`src/rtl/action_issuer.sv`:
```
// Epsilon-greedy action issuer: picks a random (LFSR) or greedy action per step
// and hands it to the Q-learning pipeline over a valid/ready handshake.
//
// state | meaning
// IDLE  | waiting for start; step_count holds the last episode's result
// DRAW  | advance LFSR, decide explore/exploit, load action if possible
// WAITG | exploit chosen but greedy action not yet valid; LFSR held
// ISSUE | action presented until accepted
// DONE  | one-cycle done pulse, then back to IDLE
module action_issuer #(
  parameter logic [15:0] SEED  = 16'hACE1,
  parameter int          ACT_W = 3
) (
  input  logic             clk,
  input  logic             rst,
  input  logic             start,
  input  logic             stop,
  input  logic [15:0]      num_steps,
  input  logic [15:0]      epsilon,
  input  logic             greedy_valid,
  input  logic [ACT_W-1:0] greedy_action,
  output logic [ACT_W-1:0] action,
  output logic             action_valid,
  input  logic             action_ready,
  output logic             explore,
  output logic             busy,
  output logic             done,
  output logic [15:0]      step_count
);

  typedef enum logic [2:0] {
    S_IDLE  = 3'd0,
    S_DRAW  = 3'd1,
    S_WAITG = 3'd2,
    S_ISSUE = 3'd3,
    S_DONE  = 3'd4
  } state_t;

  state_t           state_q;
  logic [15:0]      lfsr_q;
  logic [15:0]      lfsr_d;
  logic [15:0]      num_steps_q;
  logic [15:0]      step_count_q;
  logic [15:0]      step_count_d;
  logic [ACT_W-1:0] action_q;
  logic             action_valid_q;
  logic             explore_q;
  logic             explore_d;
  logic             busy_q;
  logic             done_q;
  logic             stop_seen_q;
  logic             last_step;

  assign lfsr_d       = {1'b0, lfsr_q[15:1]} ^ (lfsr_q[0] ? 16'hB400 : 16'h0000);
  assign explore_d    = (lfsr_d <= epsilon);
  assign step_count_d = step_count_q + 16'd1;
  assign last_step    = (num_steps_q != 16'd0) && (step_count_d == num_steps_q);

  always_ff @(posedge clk or negedge rst) begin
    if (!rst) begin
      state_q        <= S_IDLE;
      lfsr_q         <= SEED;
      num_steps_q    <= 16'd0;
      step_count_q   <= 16'd0;
      action_q       <= '0;
      action_valid_q <= 1'b0;
      explore_q      <= 1'b0;
      busy_q         <= 1'b0;
      done_q         <= 1'b0;
      stop_seen_q    <= 1'b0;
    end else begin
      done_q <= 1'b0;
      case (state_q)
        S_IDLE: begin
          if (start) begin
            num_steps_q  <= num_steps;
            step_count_q <= 16'd0;
            stop_seen_q  <= 1'b0;
            busy_q       <= 1'b1;
            state_q      <= S_DRAW;
          end
        end

        S_DRAW: begin
          if (stop) begin
            done_q  <= 1'b1;
            state_q <= S_DONE;
          end else begin
            lfsr_q    <= lfsr_d;
            explore_q <= explore_d;
            if (explore_d) begin
              action_q       <= lfsr_d[ACT_W-1:0];
              action_valid_q <= 1'b1;
              state_q        <= S_ISSUE;
            end else if (greedy_valid) begin
              action_q       <= greedy_action;
              action_valid_q <= 1'b1;
              state_q        <= S_ISSUE;
            end else begin
              state_q <= S_WAITG;
            end
          end
        end

        S_WAITG: begin
          if (stop) begin
            done_q  <= 1'b1;
            state_q <= S_DONE;
          end else if (greedy_valid) begin
            action_q       <= greedy_action;
            action_valid_q <= 1'b1;
            state_q        <= S_ISSUE;
          end
        end

        S_ISSUE: begin
          // A stop seen while the pipeline stalls only ends the episode once
          // the in-flight action has been accepted.
          if (action_ready) begin
            action_valid_q <= 1'b0;
            step_count_q   <= step_count_d;
            if (stop || stop_seen_q || last_step) begin
              done_q  <= 1'b1;
              state_q <= S_DONE;
            end else begin
              state_q <= S_DRAW;
            end
          end else if (stop) begin
            stop_seen_q <= 1'b1;
          end
        end

        S_DONE: begin
          busy_q  <= 1'b0;
          state_q <= S_IDLE;
        end

        default: begin
          action_valid_q <= 1'b0;
          busy_q         <= 1'b0;
          state_q        <= S_IDLE;
        end
      endcase
    end
  end

  assign action       = action_q;
  assign action_valid = action_valid_q;
  assign explore      = explore_q;
  assign busy         = busy_q;
  assign done         = done_q;
  assign step_count   = step_count_q;

endmodule

```
`config.mk`:
```
export PLATFORM = sky130hd
export DESIGN_NAME = action_issuer
export DESIGN_NICKNAME = d
export VERILOG_FILES = /design/src/rtl/action_issuer.sv
export SDC_FILE = /design/constraint.sdc
export NUM_CORES = 1
export LEC_CHECK = 0
export CELL_PAD_IN_SITES_DETAIL_PLACEMENT = 2
export CELL_PAD_IN_SITES_GLOBAL_PLACEMENT = 2
export CORE_MARGIN = 5
export CORE_UTILIZATION = 29
export DETAILED_ROUTE_END_ITERATION = 10
export PLACE_DENSITY_LB_ADDON = 0.1
export SLEW_MARGIN = 30
export SYNTH_ARGS = -nofsm -noshare
export SYNTH_HDL_FRONTEND = slang
export SYNTH_SLANG_ARGS = --single-unit
```
`constraint.sdc`:
```
create_clock -name clk -period 2.3 [get_ports clk]
set_input_delay 0.23 -clock clk [delete_from_list [all_inputs] [get_ports clk]]
set_output_delay 0.23 -clock clk [all_outputs]
set_load 0.005 [all_outputs]
```
# After elaboration in Yosys (flattened, before gate mapping)
# Index checks and enable logic that the tools add are counted.
# word_totals
input_bits,41
reg_bits,59
# classes
n_bitwise,4
mux,34
addsub,1
n_eq_ne,12
order_cmp,1
reduce_logical,18
# op_table
operator,n
2-to-1 mux 16 bit,3
one-hot mux 16 bit (2 select lines),1
2-to-1 mux 3 bit,10
adder 16 x 1 -> 16 bit (second input constant),1
== test 16 bit,1
less-or-equal comparator 16 bit,1
nonzero test 16 bit,1
XOR 15 x 16 -> 16 bit,1
2-to-1 mux 1 bit,14
inequality test 2 bit (second input constant),6
one-hot mux 3 bit (4 select lines),1
AND reduction 3 bit,3
AND reduction 4 bit,2
== test 3 x 2 -> 1 bit (second input constant),2
one-hot mux 1 bit (2 select lines),3
one-hot mux 3 bit (2 select lines),1
AND reduction 2 bit,3
one-hot mux 1 bit (4 select lines),1
nonzero test 2 bit,2
OR reduction 2 bit,2
== test 3 x 1 -> 1 bit (second input constant),1
== test 3 bit (second input constant),1
zero test 3 bit,1
inequality test 3 bit (second input constant),1
other kinds (4),7

# Depth between registers and ports, before layout
# Gate-level depths: netlist of the first run.
# depth
ltp_word,7
mapped_depth,9
depth_no_buf,9

# Worst setup path before layout of the first run
# No wires, ideal clock.
# synth_timing
path_type,register -> register
startpoint,reg lfsr_q[0]
endpoint,"reg action_q[0], in the netlist action[0]"
n_path_buf,0
setup_slack_ns,-0.111
synth_period_minus_slack_ns,2.411
t_required_ns,2.176
path_stages_with_launch,10
t_arrival_ns,2.287
path_cell_list,dfstp_2 -> xor2_1 -> ha_1 -> nand4_1 -> nor4_1 -> a21boi_0 -> o41a_1 -> a21oi_1 -> and3_1 -> a211o_1
# synth_via
elab_chain_cells,6
# synth_lines
element,line,rtl
"start, declared",40,logic [15:0] lfsr_q;
"start signal, assigned",89,lfsr_q <= lfsr_d;
2-to-1 mux 16 bit,54,"assign lfsr_d = {1'b0, lfsr_q[15:1]} ^ (lfsr_q[0] ? 16'hB400 : 16'h0000);"
XOR 15 x 16 -> 16 bit,54,
net lfsr_d[13],41,logic [15:0] lfsr_d;
less-or-equal comparator 16 bit,55,assign explore_d = (lfsr_d <= epsilon);
2-to-1 mux 3 bit,91,if (explore_d) begin
2-to-1 mux 3 bit,85,if (stop) begin
one-hot mux 3 bit (2 select lines),73,case (state_q)
"end signal, assigned",92,action_q <= lfsr_d[ACT_W-1:0];
"end signal, assigned",96,action_q <= greedy_action;
"end signal, assigned",110,action_q <= greedy_action;
"end, declared",45,logic [ACT_W-1:0] action_q;
# The timed path passes the listed nets, and every way through them passes these cells. The select of a mux whose other input is x is not followed.
# A chain may end at the register's enable or synchronous reset.

# Worst setup path after layout of the first run
# layout_timing
startpoint,reg lfsr_q[0]
endpoint,"reg action_q[2], in the netlist action[2]"
# The elaborated chain is that of the path after synthesis.

==> results of run 1 <==
[sequential cells by signal (all words and copies together) (netlist names)]
name,count
lfsr_q,16
num_steps_q,16
step_count,16
action,3
state_q,3
action_valid,1
busy,1
done,1
explore,1
stop_seen_q,1
[what timing repair did]
item                                    in CTS  in global routing
buffers inserted                             3                  0
pin swaps                                    5                  2
endpoints found under the setup margin       6                  8
gates resized for setup                      5                  7
hold buffers                                 1                  0
endpoints found under the hold margin       21                  0
cloned                                       0                  0
[cells by family (layout without fill, tap and decap cells)]
group           count (synthesis)  count (layout)  synth area share
mux                            16              16            0.0489
simple gates                  168             168             0.225
xor+xnor                       25              25            0.0598
flops                          59              59             0.406
compound gates                 79              79             0.134
fa+ha+maj                      17              17            0.0581
buf+inv                        40             138            0.0681
[power breakdown]
part / internal, mW / switching, mW / total, mW / leakage, nW
logic: 1.01 / 1.00 / 2.01 / 1.37
clock network: 0.857 / 0.487 / 1.34 / 0.152
registers: 1.39 / 0.377 / 1.77 / 0.747
total: 3.26 / 1.87 / 5.13 / 2.27
[cell usage in the layout (no fill, tap or decap), types with 2 or more instances in the layout]
master / netlist / routed
a211o_1: 4 / 4
a21oi_1: 17 / 15
a31oi_1: 4 / 4
and2_1: 2 / 2
and3_1: 7 / 6
buf_12: 0 / 2
buf_4: 2 / 36
clkbuf_16: 0 / 9
clkdlybuf4s50_1: 0 / 62
clkinv_2: 0 / 5
dfrtp_1: 51 / 48
dfrtp_2: 0 / 3
dfstp_2: 8 / 8
ha_1: 17 / 17
inv_1: 19 / 19
mux2_2: 15 / 15
nand2_1: 74 / 74
nand2b_1: 4 / 4
nand3_1: 15 / 14
nand3_2: 2 / 3
nand3b_1: 3 / 3
nand4_1: 9 / 9
nor2_1: 24 / 23
nor2b_1: 2 / 2
nor3_1: 10 / 8
nor3_2: 0 / 2
nor4_1: 8 / 7
nor4_2: 1 / 2
o21ai_0: 32 / 32
o22ai_1: 3 / 3
o31ai_1: 7 / 7
or3_1: 2 / 2
xnor2_1: 14 / 14
xor2_1: 11 / 10
[critical path, stage by stage, from the launching register on]
cell	delay [ps]
dfstp_2	600
xor2_2	170
ha_1	280
nand4_1	150
buf_4	130
nor2_1	40
o2bb2ai_1	130
o41a_1	480
a21oi_4	210
a21oi_1	70
a211o_1	230
[worst min path at each step]
stage                             start                          end  slack [ps]
after floorplan                     rst        action[0]$_DFFE_PN0P_         -70
after global placement              rst     action_valid$_DFFE_PN0P_         340
after detailed placement            rst     action_valid$_DFFE_PN0P_         340
after CTS                  num_steps[2]   num_steps_q[2]$_DFFE_PN0P_         420
after global routing      num_steps[12]  num_steps_q[12]$_DFFE_PN0P_         450
final                      num_steps[2]   num_steps_q[2]$_DFFE_PN0P_         430
[final cells by class]
type,count,area (µm²),area share
clock buffers,10,239,0.0478
clock inverters,6,55.1,0.0110
inverters,19,71.3,0.0143
multi-input cells,305,1970,0.395
flip-flops and latches,59,1490,0.298
well taps,172,215,0.0430
repair buffers,103,957,0.191
[routing by layer]
layer  wire (µm)  vias to the layer above
met5           0                        -
met4         161                        0
li1            -                     1604
met1        5560                     1647
met3         302                       11
met2        5660                       46
==> results.yml, run 1 <==
critical_path:
  cp.arrival_ps: 2810
  critical_path_required_ps: 2520
  cp-startpoint: "lfsr_q[0]$_DFFE_PN1P_"
  worst-r2r-cell-count: 10
  timing.rr.start: "lfsr_q[0]$_DFFE_PN1P_"
  ff2ff_setup_slack_ps: -300
  crit_path_start_kind: "register"
  worstSetupPathType: "reg -> reg"
  crit_end: "action[2]$_DFFE_PN0P_"
  r2r-end: "action[2]$_DFFE_PN0P_"
  worst-path-max-fanout: 7
  end_kind: "register"
route:
  viasPerCell: 4.91
  drt_iter0_markers: 87
  ant_nets: 0
  wirelength_mm: 11.7
  drcViolationCount: 0
  vias: 3308
  drt_pass1_iterations: 4
  wire_per_inst_um: 17.3
synth:
  ys_warn_count: 0
  synth-edff-count: 0
  syn_area_um2: 3660
  synth_top_cell_by_area: "dfrtp_1"
  syn_nets: 462
  ys_types: 52
  netlist_top_cells_area: "dfrtp_1, nand2_1, ha_1"
  synthTopCellsByCount: "nand2_1, dfrtp_1, o21ai_0"
  synth-seq-cells: 59
  synth-seq-area-share: 0.406
  synthArstFlopShare: 1.00
  ys.flop_type: "dfrtp_1"
  synth_top_area_frac: 0.349
  synth.most_common_cell: "nand2_1"
  synth_area_per_cell_um2: 9.06
  syn-instance-count: 404
outcome:
  violations: "negative setup slack"
  status: "finished with violations"
grt:
  grt_use_met1: 0.222
  grt_pass1_wl_mm: 19.7
  grt_max_degree: 31
  grt_use_met3: 0.0327
  grt-busiest-layer: "met2"
  grt_use_total: 0.169
  grt_util_met2: 0.281
  antenna_found_initial: 0
  grt_pass1_vias: 3758
  grt_overflow: 0
sta:
  setup_tns_ps: -1320
  clock_skew_ps: 5.25
  setup_ws_ps: -297
  slew_headroom: 0.509
  fmax_mhz: 385
  finalHoldViolations: 0
  finalMaxSlewViolations: 0
  timing.final.crit_share: 1.13
  worst_slew_pin_slew_ps: 736
  period_needed_ps: 2600
  rsz0062_at_grt: "true"
  setup_viol: 6
  whs_ps: 430
floorplanning:
  ios: 64
  die_y_um: 122
  coreArea_um2: 12500
  core.rowCount: 41
  start_util: 0.292
  die_x_um: 122
  dieArea_um2: 15000
power:
  max-vdd-ir-drop_uv: 674
  p_leak_nw: 2.27
  power.density_nw_per_um2: 1020
  fin_total_pwr_mw: 5.13
flow_run:
  cap_violations: 0
clock_tree:
  clk_latency_ps: 330
  clock_path_buffers: 2
  cts_buffers: 9
  cts_root_buf: "clkbuf_16"
  htreeDepth: 3
  cts_tree: "done"
  cts.clk_slew.worst_paths_ps: 50
  cts_sinks: 59
min_path:
  holdPathStages: 3
  holdCritPathClass: "in -> reg"
placed_design:
  port_buffers: 63
  place.gp.congestion: 0.776
  dp_slack_ps: -335
  dpl_cell_area_um2: 4630
  placedCellCount: 654
  dp_hpwl_mm: 8.81
finish:
  insertedDiodeCount: 0
  fin_util: 0.400
  stdcell_count: 674
  nNetsFinal: 555
  drive_above_1_share: 0.197
  area_growth_pct: 36.7
  fillCellCount: 1419
  fin_area_um2: 5000
Power figures use the tool's default switching activity.
==> run 2, diff against run 1 <==
- CTS_CLUSTER_SIZE: not set -> 28
- GPL_ROUTABILITY_DRIVEN: not set -> 0
==> results of run 2 <==
No change in the layout: final DEF, timing and power equal those of run 1.
